$ cat src/rtl/hazard_unit_mc.sv
// Hazard unit for the five-stage RV32 pipeline with a multi-cycle MUL/DIV op in E:
// forwarding, load-use stall, multi-cycle hold of F/D/E, and saturating stall/flush counters.
//
//   state  | meaning
//   IDLE   | no multi-cycle op in progress; McStartE may launch one
//   BUSY   | op held in E; mc_cnt counts the remaining stall cycles
module hazard_unit_mc #(
    parameter int MC_LAT = 4,
    parameter int CNT_W  = 16,
    parameter int REG_W  = 5
) (
    input  logic             clk,
    input  logic             rst_n,
    input  logic [REG_W-1:0] Rs1D,
    input  logic [REG_W-1:0] Rs2D,
    input  logic [REG_W-1:0] Rs1E,
    input  logic [REG_W-1:0] Rs2E,
    input  logic [REG_W-1:0] RdE,
    input  logic [REG_W-1:0] RdM,
    input  logic [REG_W-1:0] RdW,
    input  logic             RegWriteM,
    input  logic             RegWriteW,
    input  logic [1:0]       ResultSrcE,
    input  logic             PCSrcE,
    input  logic             McStartE,
    input  logic             CntClr,
    output logic [1:0]       ForwardAE,
    output logic [1:0]       ForwardBE,
    output logic             StallF,
    output logic             StallD,
    output logic             StallE,
    output logic             FlushD,
    output logic             FlushE,
    output logic             FlushM,
    output logic             lwStall,
    output logic             McBusy,
    output logic [CNT_W-1:0] StallCnt,
    output logic [CNT_W-1:0] FlushCnt
);

    localparam int            CW      = (MC_LAT > 1) ? $clog2(MC_LAT) : 1;
    localparam bit            MC_EN   = (MC_LAT > 1);
    localparam logic [CW-1:0] MC_LOAD = CW'((MC_LAT > 1) ? (MC_LAT - 2) : 0);

    typedef enum logic {S_IDLE, S_BUSY} state_t;

    state_t           r_state;
    logic [CW-1:0]    r_mc_cnt;
    logic [CNT_W-1:0] r_stall_cnt;
    logic [CNT_W-1:0] r_flush_cnt;

    logic w_mc_stall;
    logic w_ld_use;
    logic w_lw_stall;
    logic w_stall_fd;
    logic w_flush_e;
    logic w_unused_rsrc;

    assign w_unused_rsrc = ResultSrcE[1];

    function automatic logic [1:0] fwd_sel(
        input logic [REG_W-1:0] rs,
        input logic [REG_W-1:0] rd_m,
        input logic             we_m,
        input logic [REG_W-1:0] rd_w,
        input logic             we_w
    );
        if (rs != '0 && rs == rd_m && we_m)      return 2'b10;
        else if (rs != '0 && rs == rd_w && we_w) return 2'b01;
        else                                     return 2'b00;
    endfunction

    assign ForwardAE = fwd_sel(Rs1E, RdM, RegWriteM, RdW, RegWriteW);
    assign ForwardBE = fwd_sel(Rs2E, RdM, RegWriteM, RdW, RegWriteW);

    // Gated by rst_n so a McStartE seen during reset cannot hold or bubble the pipe.
    always_comb begin
        w_mc_stall = 1'b0;
        if (rst_n) begin
            if (r_state == S_IDLE) w_mc_stall = McStartE & MC_EN;
            else                   w_mc_stall = (r_mc_cnt != '0);
        end
    end

    assign w_ld_use   = ResultSrcE[0] & (RdE != '0) & ((Rs1D == RdE) | (Rs2D == RdE));
    assign w_lw_stall = w_ld_use & ~w_mc_stall;
    assign w_stall_fd = w_lw_stall | w_mc_stall;
    assign w_flush_e  = (w_lw_stall | PCSrcE) & ~w_mc_stall;

    assign lwStall = w_lw_stall;
    assign StallF  = w_stall_fd;
    assign StallD  = w_stall_fd;
    assign StallE  = w_mc_stall;
    assign FlushM  = w_mc_stall;
    assign FlushD  = PCSrcE & ~w_mc_stall;
    assign FlushE  = w_flush_e;
    assign McBusy  = (r_state == S_BUSY);

    always_ff @(posedge clk or negedge rst_n) begin
        if (!rst_n) begin
            r_state  <= S_IDLE;
            r_mc_cnt <= '0;
        end else begin
            case (r_state)
                S_IDLE: begin
                    if (McStartE && MC_EN) begin
                        r_state  <= S_BUSY;
                        r_mc_cnt <= MC_LOAD;
                    end
                end
                S_BUSY: begin
                    if (r_mc_cnt == '0) r_state  <= S_IDLE;
                    else                r_mc_cnt <= r_mc_cnt - CW'(1);
                end
                default: r_state <= S_IDLE;
            endcase
        end
    end

    // Clear wins over an event in the same cycle; counts stick at all-ones.
    always_ff @(posedge clk or negedge rst_n) begin
        if (!rst_n) begin
            r_stall_cnt <= '0;
            r_flush_cnt <= '0;
        end else begin
            if (CntClr)                            r_stall_cnt <= '0;
            else if (w_stall_fd && r_stall_cnt != '1) r_stall_cnt <= r_stall_cnt + CNT_W'(1);
            if (CntClr)                            r_flush_cnt <= '0;
            else if (w_flush_e && r_flush_cnt != '1)  r_flush_cnt <= r_flush_cnt + CNT_W'(1);
        end
    end

    assign StallCnt = r_stall_cnt;
    assign FlushCnt = r_flush_cnt;

endmodule

$ cat config.mk
export PLATFORM = sky130hd
export DESIGN_NAME = hazard_unit_mc
export DESIGN_NICKNAME = d
export VERILOG_FILES = /design/src/rtl/hazard_unit_mc.sv
export SDC_FILE = /design/constraint.sdc
export NUM_CORES = 1
export LEC_CHECK = 0
export CAP_MARGIN = 0
export CELL_PAD_IN_SITES_DETAIL_PLACEMENT = 1
export CELL_PAD_IN_SITES_GLOBAL_PLACEMENT = 2
export CORE_MARGIN = 5
export CORE_UTILIZATION = 28
export CTS_CLUSTER_SIZE = 12
export DETAILED_ROUTE_END_ITERATION = 12
export PLACE_DENSITY_LB_ADDON = 0.08
export SLEW_MARGIN = 20
export SYNTH_ARGS = -nofsm -noshare
export SYNTH_HDL_FRONTEND = slang
export SYNTH_SLANG_ARGS = --single-unit
$ cat constraint.sdc
create_clock -name clk -period 5.6 [get_ports clk]
set_input_delay 1.4 -clock clk [delete_from_list [all_inputs] [get_ports clk]]
set_output_delay 1.4 -clock clk [all_outputs]
set_load 0.005 [all_outputs]
==> flow_summary_export.csv <==
group,metric,value,unit
yosys,synth_area,0.002425,mm²
global_route,grt_max_degree,36,
timing,worst_slew_pin_slew,0.7443,ns
floorplan,io_pins,88,
global_route,first_global_vias,2433,
clocking,cts_tree,"done",
power_and_ir_drop,p_switching,244.8,µW
critical_path,cp_slowest_cell,"clkdlybuf4s50_1",
place,place_congestion,0.7449,
floorplan,start_util,28.22,%
timing,skew,0.007752,ns
yosys,synth_area_leaders,"dfrtp_1 36%, xnor2_1 9.8%, a21oi_1 5.8%",
layout,layout.cells.most_common,"clkdlybuf4s50_1",
critical_path,cp-start-kind,"input pin",
critical_path,cp_cell_sequence,"clkdlybuf4s50_1 > or4_1 > nor2_1 > nor4_1 > nor4_1 > clkdlybuf4s50_1",
layout,layout_common_cells,"85 x clkdlybuf4s50_1, 35 x dfrtp_1, 28 x a21oi_1",
power_and_ir_drop,combPwrFrac,33.2,%
floorplan,die_h,103.1,µm
drt,routed_wl,7.606,mm
yosys,ys_warn_count,0,
yosys,synth_xor_area_share,11.56,%
timing,hold_viol,0,
critical_path,crit_fanout,3,
timing,fin_crit,4.909,ns
power_and_ir_drop,p_seq_share,39.0,%
clocking,clk_root_buffer_cell,"clkbuf_8",
power_and_ir_drop,powerDensity,218.9,mW/mm²
yosys,avgSynthCellArea,9.014,µm²
power_and_ir_drop,p_leak,0.001249,µW
critical_path,critical_path_class,"in -> out",
yosys,muxShareOfSynthArea,1.806,%
drt,wire_per_inst,16.61,µm
floorplan,num_rows,34,
yosys,yosysSeqAreaShare,36.12,%
floorplan,dieArea,0.01062,mm²
power_and_ir_drop,vdd_drop_max,0.1759,mV
yosys,syn-num-nets,316,
place,dpl.hpwl,5.650,mm
yosys,synth-simple-area-share,25.85,%
clocking,htree_levels,2,
yosys,synth_top_area_share,36.12,%
clocking,postCtsSetupBuffers,0,
timing,setup_viol,0,
yosys,synth_top_family_by_area,"simple AND/OR/NAND/NOR gates",
clocking,clk_pin_slew,0.07,ns
timing,rsz0062_at_grt,"false",
worst_hold_path,min-delay-path-class,"reg -> reg",
place,place_inst,450,
power_and_ir_drop,p_sw_share,32.55,%
drt,vias,2380,
power_and_ir_drop,intPower,507.2,µW
layout,num_antenna_cells,0,
run_status,status,"complete, no violations",
critical_path,arrival,3.51,ns
critical_path,path_buf_inv,2,
power_and_ir_drop,pwr-share-clk,27.8,%
yosys,synthCells,269,
place,port_buffers,86,
clocking,insertion_delay,0.29,ns
drt,vias_per_cell,5.197,
clocking,clock_tree.buffer_depth,2,
clocking,cts_inserted_buffers,5,
clocking,holdBufCountCts,0,
critical_path,cp_top_family,"simple AND/OR/NAND/NOR gates",
drt,route.detailed.drc,0,
drt,dr.pass1.iters,4,
layout,nFillCells,1011,
yosys,ys_seq_elements,35,
layout,fin_cells,458,
floorplan,die_x,103.1,µm
global_route,grt_pass1_wl,12.02,mm
global_route,grt-ovfl-total,0,
timing,fin_crit_sh,87.65,%
clocking,cts_resized,0,
critical_path,crit_required,4.20,ns
clocking,numClockSinks,35,
global_route,grt_usage,14.24,%
timing,final.setup.tns,0,ns
layout,syn_to_final_growth,41.69,%
global_route,antenna_found_initial,0,
layout,nets,396,
yosys,yosysTopAreaCell,"dfrtp_1",
yosys,ys_types,38,
yosys,synthAdderAreaFrac,1.548,%
drt,final_antenna_net_count,0,
drt,drt_iter0_markers,56,
layout,drive_above_1_share,5.143,%
run,max_cap_viol_count,0,
critical_path,critPathMaxStageDelay,0.56,ns
yosys,synth-compound-area-share,17.80,%
timing,slew-limit-headroom,50.38,%
critical_path,rrSetupSlack,2.89,ns
timing,timing.fmax,203.7,MHz
timing,slew_violations,0,
critical_path,end_kind,"output pin",
floorplan,fp.coreArea,0.008593,mm²
## cell usage after synthesis
| master | instances |
|---|---|
| nand3b_1 | 1 |
| mux2_1 | 3 |
| a21oi_4 | 1 |
| a21oi_1 | 28 |
| clkbuf_1 | 7 |
| nor3_1 | 3 |
| nor2_2 | 1 |
| and3_1 | 2 |
| nor4_1 | 8 |
| inv_1 | 6 |
| dfrtp_1 | 35 |
| o31ai_1 | 13 |
| mux2i_1 | 1 |
| or3_1 | 11 |
| and4_1 | 5 |
| xor2_1 | 5 |
| o31a_1 | 3 |
| and2_1 | 2 |
| xnor2_1 | 27 |
| and4bb_1 | 1 |
| o22ai_2 | 1 |
| nand4_1 | 12 |
| nor2_1 | 13 |
| buf_4 | 4 |
| nor2b_1 | 3 |
| nand2_1 | 19 |
| or4_1 | 15 |
| and4_4 | 1 |
| ha_1 | 3 |
| o21ai_1 | 5 |
| o21ba_1 | 3 |
| o21a_1 | 1 |
| a211oi_4 | 1 |
| a31oi_4 | 1 |
| buf_6 | 4 |
| buf_2 | 1 |
| nand3_1 | 12 |
| o21ai_0 | 7 |
## worst paths after layout
check,startpoint,to,cells after the start
worst max-delay path,Rs1E[1],ForwardAE[0],6
worst min-delay path,FlushCnt[13]$_DFFE_PN0P_,FlushCnt[13]$_DFFE_PN0P_,2
worst max register to register,r_mc_cnt[0]$_DFFE_PN0P_,FlushCnt[12]$_DFFE_PN0P_,7
worst min register to register,FlushCnt[13]$_DFFE_PN0P_,FlushCnt[13]$_DFFE_PN0P_,2
max in group asynchronous,rst_n,FlushCnt[13]$_DFFE_PN0P_,2
min in group asynchronous,rst_n,StallCnt[2]$_DFFE_PN0P_,2
## state kept, by name (all words and copies together), names as in the netlist
name / flops
StallCnt: 16
FlushCnt: 16
r_mc_cnt: 2
McBusy: 1
## power groups by stage
stage,Clock (µW),Combinational (µW),Sequential [µW]
after detailed placement,0,255,298
after CTS,222,255,293
after global routing,231,279,297
final,209,250,293
after global placement,0,250,297
after floorplan,0,151,294
## cells by family (layout without fill, tap and decap cells)
kind of cell / count (synthesis) / count (layout)
flops: 35 / 35
compound gates: 64 / 64
simple gates: 109 / 109
buf+inv: 22 / 103
mux: 4 / 4
fa+ha+maj: 3 / 3
xor+xnor: 32 / 32
## worst min-delay path: cells and delay by family, from the launching register on
kind	cells	cell delay, ns
compound gates	2	0.13
flops	1	0.40
## per-stage QoR
step | util [%] | area [µm²] | hold WS (ns) | setup slack (ns) | power [µW]
2_1_floorplan | - | 2425 | 0.5195 | 1.458 | 445.3
3_3_place_gp | 38.77 | 3332 | 0.5502 | 0.7187 | 547.0
3_5_place_dp | 38.77 | 3332 | 0.5612 | 0.7019 | 552.6
4_1_cts | 39.98 | 3436 | 0.5705 | 0.6974 | 770.0
5_1_grt | 39.98 | 3436 | 0.6024 | 0.5557 | 807.8
6_report | 39.98 | 3436 | 0.5674 | 0.6914 | 752.0
## cell type report
| type | count | area, µm² | area share, % |
|---|---|---|---|
| Multi-Input combinational cell | 212 | 1420 | 41.33 |
| Sequential cell | 35 | 875.8 | 25.49 |
| Tap cell | 108 | 135.1 | 3.933 |
| Inverter | 6 | 22.52 | 0.6555 |
| Timing Repair Buffer | 89 | 878.3 | 25.56 |
| Clock inverter | 1 | 7.507 | 0.2185 |
| Clock buffer | 7 | 96.34 | 2.804 |
## per-layer routing
layer	track usage, %	part of all wire [%]	vias to the layer above
met5	0	0	-
met1	18.60	47	1164
met2	23.78	46	51
li1	-	-	1160
met4	3.586	0.79	0
met3	3.248	6.1	5
Note: power is estimated with default switching activity, not from simulation.
